File: src/rtl/uart_rx_frame_ctrl_if.sv
// Byte-in / payload-out bundle for the UART frame controller.
// slave faces the controller, master faces the source and sink.
interface uart_rx_frame_ctrl_if;
  logic       i_RX_DV;
  logic [7:0] i_RX_Byte;
  logic       o_Frame_Valid;
  logic [7:0] o_Frame_Byte;
  logic       o_Frame_Last;
  logic       i_Frame_Ready;
  logic [7:0] o_Frame_Len;
  logic       o_CRC_Err;
  logic       o_Len_Err;
  logic       o_Timeout_Err;
  logic       o_Overrun;
  logic       o_Busy;

  modport slave (
    input  i_RX_DV,
    input  i_RX_Byte,
    input  i_Frame_Ready,
    output o_Frame_Valid,
    output o_Frame_Byte,
    output o_Frame_Last,
    output o_Frame_Len,
    output o_CRC_Err,
    output o_Len_Err,
    output o_Timeout_Err,
    output o_Overrun,
    output o_Busy
  );

  modport master (
    output i_RX_DV,
    output i_RX_Byte,
    output i_Frame_Ready,
    input  o_Frame_Valid,
    input  o_Frame_Byte,
    input  o_Frame_Last,
    input  o_Frame_Len,
    input  o_CRC_Err,
    input  o_Len_Err,
    input  o_Timeout_Err,
    input  o_Overrun,
    input  o_Busy
  );
endinterface

File: src/rtl/uart_rx_frame_ctrl.sv
// Sync/len/payload/checksum framer behind a UART receiver;
// buffers a verified payload and replays it on a valid/ready stream.
module uart_rx_frame_ctrl #(
  parameter logic [7:0] SYNC_BYTE    = 8'hA5,
  parameter int         MAX_LEN      = 16,
  parameter int         TIMEOUT_CLKS = 1740
) (
  input logic                 i_Clock,
  input logic                 i_Reset,
  uart_rx_frame_ctrl_if.slave bus
);
  localparam int IW = (MAX_LEN > 1) ? $clog2(MAX_LEN) : 1;
  localparam int TW = $clog2(TIMEOUT_CLKS + 1);
  localparam logic [TW-1:0] TMO_LAST = TW'(TIMEOUT_CLKS - 1);
  localparam logic [TW-1:0] TMO_ONE  = TW'(1);
  localparam logic [7:0]    LEN_MAX  = 8'(MAX_LEN);

  typedef enum logic [2:0] {
    S_IDLE,
    S_GET_LEN,
    S_GET_DATA,
    S_GET_CSUM,
    S_DELIVER
  } state_t;

  state_t        r_state;
  state_t        w_state;
  logic [7:0]    r_len;
  logic [7:0]    w_len;
  logic [7:0]    r_acc;
  logic [7:0]    w_acc;
  logic [7:0]    r_wr_idx;
  logic [7:0]    w_wr_idx;
  logic [7:0]    r_rd_idx;
  logic [7:0]    w_rd_idx;
  logic [TW-1:0] r_tmo;
  logic [TW-1:0] w_tmo;
  logic [7:0]    r_buf [MAX_LEN];
  logic          w_we;

  logic       r_valid;
  logic [7:0] r_byte;
  logic       r_last;
  logic [7:0] r_frame_len;
  logic [7:0] w_frame_len;
  logic       r_crc_err;
  logic       w_crc_err;
  logic       r_len_err;
  logic       w_len_err;
  logic       r_tmo_err;
  logic       w_tmo_err;
  logic       r_overrun;
  logic       w_overrun;
  logic       r_busy;

  logic       w_dv;
  logic [7:0] w_rx;
  logic       w_hs;
  logic       w_in_frame;
  logic       w_deliver;

  assign w_dv       = bus.i_RX_DV;
  assign w_rx       = bus.i_RX_Byte;
  assign w_hs       = r_valid && bus.i_Frame_Ready;
  assign w_in_frame = (r_state == S_GET_LEN) ||
                      (r_state == S_GET_DATA) ||
                      (r_state == S_GET_CSUM);
  assign w_deliver  = (w_state == S_DELIVER);

  always_ff @(posedge i_Clock) begin
    if (i_Reset) begin
      r_state <= S_IDLE;
    end else begin
      r_state <= w_state;
    end
  end

  always_comb begin
    w_state     = r_state;
    w_len       = r_len;
    w_acc       = r_acc;
    w_wr_idx    = r_wr_idx;
    w_rd_idx    = r_rd_idx;
    w_tmo       = r_tmo;
    w_we        = 1'b0;
    w_frame_len = r_frame_len;
    w_crc_err   = 1'b0;
    w_len_err   = 1'b0;
    w_tmo_err   = 1'b0;
    w_overrun   = 1'b0;

    // A byte on the terminal count cycle wins over the timeout.
    if (w_in_frame && !w_dv) begin
      if (r_tmo == TMO_LAST) begin
        w_tmo_err = 1'b1;
        w_state   = S_IDLE;
      end else begin
        w_tmo = r_tmo + TMO_ONE;
      end
    end

    unique case (r_state)
      S_IDLE: begin
        if (w_dv && (w_rx == SYNC_BYTE)) begin
          w_state = S_GET_LEN;
          w_tmo   = '0;
        end
      end
      S_GET_LEN: begin
        if (w_dv) begin
          w_tmo = '0;
          if ((w_rx != 8'd0) && (w_rx <= LEN_MAX)) begin
            w_len    = w_rx;
            w_acc    = w_rx;
            w_wr_idx = 8'd0;
            w_state  = S_GET_DATA;
          end else begin
            w_len_err = 1'b1;
            w_state   = S_IDLE;
          end
        end
      end
      S_GET_DATA: begin
        if (w_dv) begin
          w_tmo    = '0;
          w_we     = 1'b1;
          w_acc    = r_acc + w_rx;
          w_wr_idx = r_wr_idx + 8'd1;
          if (r_wr_idx == (r_len - 8'd1)) begin
            w_state = S_GET_CSUM;
          end
        end
      end
      S_GET_CSUM: begin
        if (w_dv) begin
          w_tmo = '0;
          if (8'(r_acc + w_rx) == 8'd0) begin
            w_frame_len = r_len;
            w_rd_idx    = 8'd0;
            w_state     = S_DELIVER;
          end else begin
            w_crc_err = 1'b1;
            w_state   = S_IDLE;
          end
        end
      end
      S_DELIVER: begin
        w_overrun = w_dv;
        if (w_hs) begin
          if (r_rd_idx == (r_len - 8'd1)) begin
            w_state = S_IDLE;
          end else begin
            w_rd_idx = r_rd_idx + 8'd1;
          end
        end
      end
      default: begin
        w_state = S_IDLE;
      end
    endcase
  end

  always_ff @(posedge i_Clock) begin
    if (i_Reset) begin
      r_len       <= 8'd0;
      r_acc       <= 8'd0;
      r_wr_idx    <= 8'd0;
      r_rd_idx    <= 8'd0;
      r_tmo       <= '0;
      r_valid     <= 1'b0;
      r_byte      <= 8'd0;
      r_last      <= 1'b0;
      r_frame_len <= 8'd0;
      r_crc_err   <= 1'b0;
      r_len_err   <= 1'b0;
      r_tmo_err   <= 1'b0;
      r_overrun   <= 1'b0;
      r_busy      <= 1'b0;
    end else begin
      r_len       <= w_len;
      r_acc       <= w_acc;
      r_wr_idx    <= w_wr_idx;
      r_rd_idx    <= w_rd_idx;
      r_tmo       <= w_tmo;
      r_valid     <= w_deliver;
      r_byte      <= w_deliver ? r_buf[w_rd_idx[IW-1:0]] : 8'd0;
      r_last      <= w_deliver && (w_rd_idx == (w_len - 8'd1));
      r_frame_len <= w_frame_len;
      r_crc_err   <= w_crc_err;
      r_len_err   <= w_len_err;
      r_tmo_err   <= w_tmo_err;
      r_overrun   <= w_overrun;
      r_busy      <= (w_state != S_IDLE);
    end
  end

  // Payload storage keeps its contents across reset.
  always_ff @(posedge i_Clock) begin
    if (w_we && !i_Reset) begin
      r_buf[r_wr_idx[IW-1:0]] <= w_rx;
    end
  end

  assign bus.o_Frame_Valid = r_valid;
  assign bus.o_Frame_Byte  = r_byte;
  assign bus.o_Frame_Last  = r_last;
  assign bus.o_Frame_Len   = r_frame_len;
  assign bus.o_CRC_Err     = r_crc_err;
  assign bus.o_Len_Err     = r_len_err;
  assign bus.o_Timeout_Err = r_tmo_err;
  assign bus.o_Overrun     = r_overrun;
  assign bus.o_Busy        = r_busy;
endmodule

File: src/flat_wrapper.sv
// flat-port wrapper written by rule: the top's interface ports become plain ports
module uart_rx_frame_ctrl_flat 
#(
  parameter logic [7:0] SYNC_BYTE    = 8'hA5,
  parameter int         MAX_LEN      = 16,
  parameter int         TIMEOUT_CLKS = 1740
)
  (i_Clock, i_Reset, bus_i_RX_DV, bus_i_RX_Byte, bus_i_Frame_Ready, bus_o_Frame_Valid, bus_o_Frame_Byte, bus_o_Frame_Last, bus_o_Frame_Len, bus_o_CRC_Err, bus_o_Len_Err, bus_o_Timeout_Err, bus_o_Overrun, bus_o_Busy);
  uart_rx_frame_ctrl_if bus_i ();
  input logic i_Clock;
  input logic i_Reset;
  input wire logic [$bits(bus_i.i_RX_DV)-1:0] bus_i_RX_DV;
  input wire logic [$bits(bus_i.i_RX_Byte)-1:0] bus_i_RX_Byte;
  input wire logic [$bits(bus_i.i_Frame_Ready)-1:0] bus_i_Frame_Ready;
  output wire logic [$bits(bus_i.o_Frame_Valid)-1:0] bus_o_Frame_Valid;
  output wire logic [$bits(bus_i.o_Frame_Byte)-1:0] bus_o_Frame_Byte;
  output wire logic [$bits(bus_i.o_Frame_Last)-1:0] bus_o_Frame_Last;
  output wire logic [$bits(bus_i.o_Frame_Len)-1:0] bus_o_Frame_Len;
  output wire logic [$bits(bus_i.o_CRC_Err)-1:0] bus_o_CRC_Err;
  output wire logic [$bits(bus_i.o_Len_Err)-1:0] bus_o_Len_Err;
  output wire logic [$bits(bus_i.o_Timeout_Err)-1:0] bus_o_Timeout_Err;
  output wire logic [$bits(bus_i.o_Overrun)-1:0] bus_o_Overrun;
  output wire logic [$bits(bus_i.o_Busy)-1:0] bus_o_Busy;
  assign bus_i.i_RX_DV = bus_i_RX_DV;
  assign bus_i.i_RX_Byte = bus_i_RX_Byte;
  assign bus_i.i_Frame_Ready = bus_i_Frame_Ready;
  assign bus_o_Frame_Valid = bus_i.o_Frame_Valid;
  assign bus_o_Frame_Byte = bus_i.o_Frame_Byte;
  assign bus_o_Frame_Last = bus_i.o_Frame_Last;
  assign bus_o_Frame_Len = bus_i.o_Frame_Len;
  assign bus_o_CRC_Err = bus_i.o_CRC_Err;
  assign bus_o_Len_Err = bus_i.o_Len_Err;
  assign bus_o_Timeout_Err = bus_i.o_Timeout_Err;
  assign bus_o_Overrun = bus_i.o_Overrun;
  assign bus_o_Busy = bus_i.o_Busy;
  uart_rx_frame_ctrl #(.SYNC_BYTE(SYNC_BYTE), .MAX_LEN(MAX_LEN), .TIMEOUT_CLKS(TIMEOUT_CLKS)) u_core (.i_Clock(i_Clock), .i_Reset(i_Reset), .bus(bus_i));
endmodule
File: config.mk
export PLATFORM = sky130hd
export DESIGN_NAME = uart_rx_frame_ctrl_flat
export DESIGN_NICKNAME = d
export VERILOG_FILES = /design/src/rtl/uart_rx_frame_ctrl_if.sv /design/src/rtl/uart_rx_frame_ctrl.sv /design/src/flat_wrapper.sv
export SDC_FILE = /design/constraint.sdc
export NUM_CORES = 1
export LEC_CHECK = 0
export CORE_ASPECT_RATIO = 0.5
export CORE_UTILIZATION = 55
export CTS_BUF_LIST = sky130_fd_sc_hd__clkbuf_8
export DETAILED_ROUTE_END_ITERATION = 10
export GPL_TIMING_DRIVEN = 0
export HOLD_SLACK_MARGIN = 0.03
export PLACE_DENSITY = 0.82
export SLEW_MARGIN = 10
export SYNTH_ARGS = -nofsm -noshare
export SYNTH_HDL_FRONTEND = slang
export SYNTH_SLANG_ARGS = --single-unit
export TNS_END_PERCENT = 50
File: constraint.sdc
create_clock -name i_Clock -period 5.8 [get_ports i_Clock]
set_input_delay 1.16 -clock i_Clock [delete_from_list [all_inputs] [get_ports i_Clock]]
set_output_delay 1.16 -clock i_Clock [all_outputs]
set_load 0.03 [all_outputs]
==> impl_metrics.env, run 1 <==
export IMPL_status="completed"
export IMPL_clock_skew_ps=26.8
export IMPL_fin_crit_sh=0.966
export IMPL_synth_area_mux_share=0.0350
export IMPL_avgSynthCellArea_sq_um=10.7
export IMPL_clk_path_buf_depth=2
export IMPL_grt_use_met1=0.380
export IMPL_wl_um=24200
export IMPL_worstPathRequired_ps=6130
export IMPL_worstMarginPinSlew_ps=1240
export IMPL_grt_pass1_wl_um=37100
export IMPL_initial_utilization=0.569
export IMPL_synth_area_sq_um=9450
export IMPL_critPathKind="input pin to register"
export IMPL_r2r_cells=14
export IMPL_synthCells=883
export IMPL_die_h_um=94.7
export IMPL_detail_route_antenna_nets=0
export IMPL_ys_seq_area_frac=0.553
export IMPL_critPathSlowestCell="dlygate4sd2_1"
export IMPL_layout_common_cells="edfxtp_1 (128), nand2_1 (110), nor2_1 (71), dfxtp_1 (69), a21oi_1 (60)"
export IMPL_die_w_um=187
export IMPL_ys_warn_count=0
export IMPL_worstPathMaxFanout=23
export IMPL_min_delay_start="u_core.bus.o_Frame_Len[4]"
export IMPL_grt_usage=0.277
export IMPL_place_congestion=0.935
export IMPL_hold_viol_final=0
export IMPL_critPathTopFamily="buffers and inverters"
export IMPL_cts_hold_buf=0
export IMPL_syn_nets=911
export IMPL_timing_rr_end="u_core.bus.o_Frame_Byte[2]"
export IMPL_num_rows=33
export IMPL_drt_initial_drc_count=1051
export IMPL_antenna_found_initial=0
export IMPL_path_depth=14
export IMPL_clock_sinks=197
export IMPL_synth_xor_area_frac=0.0464
export IMPL_p_per_area_nw_per_um2=227
export IMPL_grt_busiest_layer="met2"
export IMPL_mostFrequentLayoutCell="edfxtp_1"
export IMPL_htreeDepth=4
export IMPL_synth_edff_count=128
export IMPL_synth_fa_ha_area_frac=0.0220
export IMPL_cts_tree="done"
export IMPL_leakagePower_nw=3.45
export IMPL_dieArea_sq_um=17700
export IMPL_r2r_setup_slack_ps=1210
export IMPL_dr_pass1_iters=5
export IMPL_multi_input_area_sq_um=3940
export IMPL_max_vdd_ir_drop_v=0.000128
export IMPL_grt_start_max_net_pins=24
export IMPL_cts_inserted_buffers=17
export IMPL_synth_top_family_by_area="simple AND/OR/NAND/NOR gates"
export IMPL_arrival_ps=5930
export IMPL_met2_usage=0.427
export IMPL_worst_hold_path_endpoint="u_core.bus.o_Frame_Len[4]"
export IMPL_dp_cells=1143
export IMPL_cp_num_buf_inv=3
export IMPL_r2r_start="u_core.r_acc[0]"
export IMPL_grt_pass1_vias=7083
export IMPL_max_stage_delay_ps=890
export IMPL_syn2layout_area_growth_pct=10.3
export IMPL_synth_ff_type="edfxtp_1"
export IMPL_io_pins=35
export IMPL_port_buffers=33
export IMPL_drc=0
export IMPL_async_flop_share=0
export IMPL_synth_simple_area_share=0.165
export IMPL_yosysUniqueCellTypes=73
export IMPL_routed_via_count=7417
export IMPL_final_max_slew_viol_count=0
export IMPL_synth_compound_area_share=0.148
export IMPL_whs_path_depth=2
export IMPL_synth_seq_cells=197
export IMPL_seqCellArea_sq_um=5230
export IMPL_fill_cells=1276
export IMPL_hold_path_class="register to register"
export IMPL_clk_pin_slew_ps=100
export IMPL_drt_wirelength_per_cell_um=20.6
export IMPL_utilization=0.628
export IMPL_fin_nets=963
export IMPL_worstSetupEndpointType="register"
export IMPL_stdcell_count=1175
export IMPL_setup_viol=0
export IMPL_dp_hpwl_um=16400
export IMPL_grt_use_met3=0.0602
export IMPL_period_needed_ps=5610
export IMPL_cpMostUsedCell="clkbuf_1"
export IMPL_drv_cap=0
export IMPL_clkLatencyLatePin_ps=480
export IMPL_grt_setup_unrepaired="yes"
export IMPL_layout_drive_gt1_share=0.0749
export IMPL_overflow=0
export IMPL_vias_per_cell=6.31
export IMPL_path_cells="dlygate4sd2_1 -> ha_1 -> and3_1 -> o2111ai_1 -> o211ai_1 -> or4_1 -> nor4_2 -> clkbuf_1 -> a21oi_1 -> clkbuf_1 -> o22a_1 -> o21ai_0 -> a221o_1 -> nand4_1"
export IMPL_critPathLaunchType="input pin"
export IMPL_cts_root_buf="clkbuf_8"
export IMPL_fmax_mhz=178
export IMPL_antenna_cells=0
export IMPL_slew_headroom=0.173
export IMPL_core_area_sq_um=16600
## cell type report
type | count | area share
clock buffer | 17 | 0.0225
tap | 227 | 0.0273
multi-input combinational | 619 | 0.378
clock inverter | 15 | 0.0115
buffer | 57 | 0.0240
timing repair buffer | 33 | 0.0315
sequential | 197 | 0.501
inverter | 10 | 0.00360
## repair_timing
item                       CTS  global route
buffers inserted             0             0
setup endpoints to repair    9             9
resized for setup            9             2
## worst min-delay path: stages (launching register included)
cell and delay (ps):
dfxtp_1 320, nand2_1 50, a21oi_1 50
## logic make-up after synthesis
group                      Yosys count
muxes                               33
xor gates and xnor gates            50
buffers and inverters               67
adders and majority gates           16
DFF                                197
and+or+nand+nor                    323
AOI/OAI and AO/OA                  197
## metal layers
metal  part of all wire  vias to the layer above
li1                   -                     3396
met1               0.44                     3530
met2               0.44                      423
met3              0.095                       68
met4              0.028                        0
met5                  0                        -
## stage by stage
| step | hold WS, ps | cell area, sq um | setup WS, ps | setup TNS [ps] | power, W |
|---|---|---|---|---|---|
| finish | 458 | 10400 | 195 | 0 | 0.00237 |
| CTS | 462 | 10400 | 162 | 0 | 0.00236 |
| global route | 482 | 10400 | -6.20 | -6.20 | 0.00242 |
| detailed placement | 448 | 10100 | -1000 | -8420 | 0.00158 |
| global placement | 442 | 10100 | -959 | -7800 | 0.00157 |
| floorplan | 436 | 9450 | 1200 | 0 | 0.00154 |
## worst max path at each step
stage,startpoint,endpoint,slack [ps]
after detailed placement,bus_i_RX_Byte[0],u_core.bus.o_Frame_Byte[2],-1000
after global placement,bus_i_RX_Byte[0],u_core.bus.o_Frame_Byte[2],-960
after CTS,bus_i_RX_Byte[6],u_core.bus.o_Frame_Byte[2],160
after floorplan,bus_i_RX_Byte[0],u_core.bus.o_Frame_Byte[2],1200
after global routing,bus_i_RX_Byte[0],u_core.bus.o_Frame_Byte[2],-6
final,bus_i_RX_Byte[3],u_core.bus.o_Frame_Byte[2],190
## report_power, final
part           internal [W]  total [W]  switching, W
sequential          0.00149    0.00149  0.0000000272
clock              0.000307   0.000824      0.000517
combinational     0.0000129  0.0000538     0.0000408
## state kept, by name, indices dropped and copies added (netlist names)
register / cells
u_core.r_rd_idx: 8
u_core.bus.o_Timeout_Err: 1
u_core.r_acc: 8
u_core.r_len: 8
u_core.bus.o_Frame_Len: 8
u_core.bus.o_Overrun: 1
u_core.r_state: 3
u_core.bus.o_Frame_Valid: 1
u_core.bus.o_Frame_Byte: 8
u_core.r_buf: 128
u_core.bus.o_CRC_Err: 1
u_core.bus.o_Len_Err: 1
u_core.bus.o_Frame_Last: 1
u_core.bus.o_Busy: 1
u_core.r_wr_idx: 8
u_core.r_tmo: 11
## Yosys cell counts (all sizes together), types with 9 or more instances
library cell / number / area share
buf: 20 / 0.012
nor2: 72 / 0.029
o22ai: 11 / 0.0073
a21o: 9 / 0.0072
clkbuf: 37 / 0.015
inv: 10 / 0.0040
nor3: 34 / 0.019
nand4: 15 / 0.0099
a221o: 23 / 0.024
and3: 10 / 0.0066
dfxtp: 69 / 0.15
o21ai: 21 / 0.011
and2: 10 / 0.0066
ha: 15 / 0.020
xor2: 28 / 0.026
edfxtp: 128 / 0.41
a211oi: 11 / 0.0087
xnor2: 22 / 0.020
mux2i: 33 / 0.035
nand2: 111 / 0.044
a21oi: 60 / 0.032
nand3: 19 / 0.010
No activity file was read; power rests on OpenSTA's default activity.
==> run 2, diff against run 1 <==
--- a/config.mk
+++ b/config.mk
@@ -5,7 +5,6 @@
 export SDC_FILE = /design/constraint.sdc
 export NUM_CORES = 1
 export LEC_CHECK = 0
-export CORE_ASPECT_RATIO = 0.5
 export CORE_UTILIZATION = 55
 export CTS_BUF_LIST = sky130_fd_sc_hd__clkbuf_8
 export DETAILED_ROUTE_END_ITERATION = 10
==> run 2 against run 1 <==
  * Sequential power barely moved
  * Worst hold slack got worse by 2.8 ps
  * Worst setup slack better by 210 ps
  * Total power is 4.0% higher
  * Core utilization decreased by 0.056 points
  * Cell count decreased by 0.60%
  * Flip-flop and latch count is the same
  * Clock skew shrank 10 ps
  * Global-route usage is 0.76 points lower
  * Wire length is 4.2% lower
  * Combinational power down 2%
  * Critical path type unchanged
  * Critical endpoint is now u_core.bus.o_Frame_Last
  * Largest cell class unchanged
  * Highest routed layer unchanged
==> impl_metrics.env, run 2 (same netlist as run 1, synthesis figures left out) <==
export IMPL_layout_drive_gt1_share=0.0802
export IMPL_arrival_ps=5760
export IMPL_grt_usage=0.269
export IMPL_clkLatencyLatePin_ps=500
export IMPL_cp_num_buf_inv=3
export IMPL_fill_cells=1304
export IMPL_worstPathMaxFanout=23
export IMPL_syn2layout_area_growth_pct=10.9
export IMPL_clock_sinks=197
export IMPL_hold_path_class="register to register"
export IMPL_multi_input_area_sq_um=3960
export IMPL_whs_path_depth=2
export IMPL_drt_initial_drc_count=814
export IMPL_leakagePower_nw=3.51
export IMPL_worstMarginPinSlew_ps=1300
export IMPL_grt_pass1_vias=6795
export IMPL_io_pins=35
export IMPL_seqCellArea_sq_um=5230
export IMPL_routed_via_count=7404
export IMPL_path_depth=16
export IMPL_num_rows=47
export IMPL_fin_nets=963
export IMPL_detail_route_antenna_nets=0
export IMPL_clk_pin_slew_ps=100
export IMPL_drv_cap=0
export IMPL_p_per_area_nw_per_um2=235
export IMPL_post_cts_buffers=0
export IMPL_worstSetupEndpointType="register"
export IMPL_r2r_cells=15
export IMPL_die_h_um=133
export IMPL_setup_viol=0
export IMPL_critPathKind="input pin to register"
export IMPL_grt_setup_unrepaired="no"
export IMPL_initial_utilization=0.566
export IMPL_status="completed"
export IMPL_worstPathRequired_ps=6170
export IMPL_slew_headroom=0.125
export IMPL_max_vdd_ir_drop_v=0.000196
export IMPL_fmax_mhz=185
export IMPL_core_area_sq_um=16700
export IMPL_fin_crit_sh=0.930
export IMPL_clk_path_buf_depth=2
export IMPL_clock_skew_ps=16.4
export IMPL_dp_cells=1136
export IMPL_drc=0
export IMPL_grt_start_max_net_pins=24
export IMPL_critPathTopFamily="buffers and inverters"
export IMPL_cts_resized=5
export IMPL_antenna_found_initial=0
export IMPL_vias_per_cell=6.34
export IMPL_layout_common_cells="edfxtp_1 (128), nand2_1 (110), nor2_1 (71), dfxtp_1 (69), a21oi_1 (60)"
export IMPL_antenna_cells=0
export IMPL_largest_register_ffs=128
export IMPL_wl_um=23200
export IMPL_final_max_slew_viol_count=0
export IMPL_cts_tree="done"
export IMPL_dr_pass1_iters=7
export IMPL_critPathSlowestCell="dlygate4sd2_1"
export IMPL_hold_viol_final=0
export IMPL_overflow=0
export IMPL_stdcell_count=1168
export IMPL_htreeDepth=4
export IMPL_cts_hold_buf=0
export IMPL_grt_pass1_wl_um=36300
export IMPL_port_buffers=33
export IMPL_dp_hpwl_um=15600
export IMPL_setup_total_negative_slack_ps=0
export IMPL_dieArea_sq_um=17700
export IMPL_place_congestion=0.912
export IMPL_cpMostUsedCell="mux2i_1"
export IMPL_period_needed_ps=5390
export IMPL_cts_inserted_buffers=17
export IMPL_r2r_setup_slack_ps=1240
export IMPL_path_cells="dlygate4sd2_1 -> xnor2_1 -> and4b_1 -> clkbuf_1 -> buf_1 -> mux2i_1 -> ha_1 -> nand2_1 -> xor2_1 -> mux2i_1 -> o21ai_0 -> mux2i_1 -> o21ai_0 -> a21oi_1 -> o2111ai_1 -> nor4b_1"
export IMPL_mostFrequentLayoutCell="edfxtp_1"
export IMPL_critPathLaunchType="input pin"
export IMPL_max_stage_delay_ps=950
export IMPL_die_w_um=133
export IMPL_cts_root_buf="clkbuf_8"
export IMPL_drt_wirelength_per_cell_um=19.8
-- run 2: cell count changes in the layout (fill, tap and decap cells not counted), sizes merged, moves of 2 or more --
cell / delta
dlymetal6s2s: +3
clkinv: -3
clkbuf: +2
dlygate4sd2: -4
inv: +2
bufinv: +2
-- run 2: final timing paths --
check / to / start
max reg2reg: u_core.bus.o_Frame_Last / u_core.r_acc[0]
min reg2reg: u_core.bus.o_Frame_Len[2] / u_core.bus.o_Frame_Len[2]
min: u_core.bus.o_Frame_Len[2] / u_core.bus.o_Frame_Len[2]
max: u_core.bus.o_Frame_Last / bus_i_RX_Byte[4]
-- run 2: tightest hold or removal path, delay by kind of cell (launching register included) --
family,cells,cell delay (ps)
compound gates,1,50
simple gates,1,50
flops,1,320
-- run 2: cell type report --
type | count | area share
flip-flops and latches | 197 | 0.499
multi-input cells | 619 | 0.378
repair buffers | 33 | 0.0309
well taps | 220 | 0.0263
plain buffers | 57 | 0.0239
clock buffers | 17 | 0.0223
clock inverters | 15 | 0.0159
inverters | 10 | 0.00358
-- run 2: per-layer routing --
metal	up-vias	share of wire	GRT usage
met5	-	0	0
met1	3595	0.41	0.367
met3	58	0.089	0.0456
li1	3396	-	-
met4	0	0.027	0.0958
met2	355	0.47	0.434
-- run 2: report_power, final --
| part | switching (W) | leakage [nW] | internal, W | total, W |
|---|---|---|---|---|
| sequential | 0.0000000299 | 1.71 | 0.00149 | 0.00149 |
| clock | 0.000525 | 0.206 | 0.000395 | 0.000920 |
| combinational | 0.0000400 | 1.60 | 0.0000129 | 0.0000529 |
| total | 0.000565 | 3.51 | 0.00190 | 0.00246 |
-- run 2: per-stage QoR --
stage / setup WS (ps) / utilization / power, W / hold WS (ps) / cell area (sq um)
6_report: 407 / 0.627 / 0.00246 / 455 / 10500
5_1_grt: 28.6 / 0.627 / 0.00251 / 482 / 10500
4_1_cts: 2.24 / 0.626 / 0.00246 / 456 / 10500
3_5_place_dp: -1040 / 0.602 / 0.00158 / 444 / 10100
3_3_place_gp: -888 / 0.602 / 0.00157 / 440 / 10100
2_1_floorplan: 1200 / - / 0.00154 / 436 / 9450
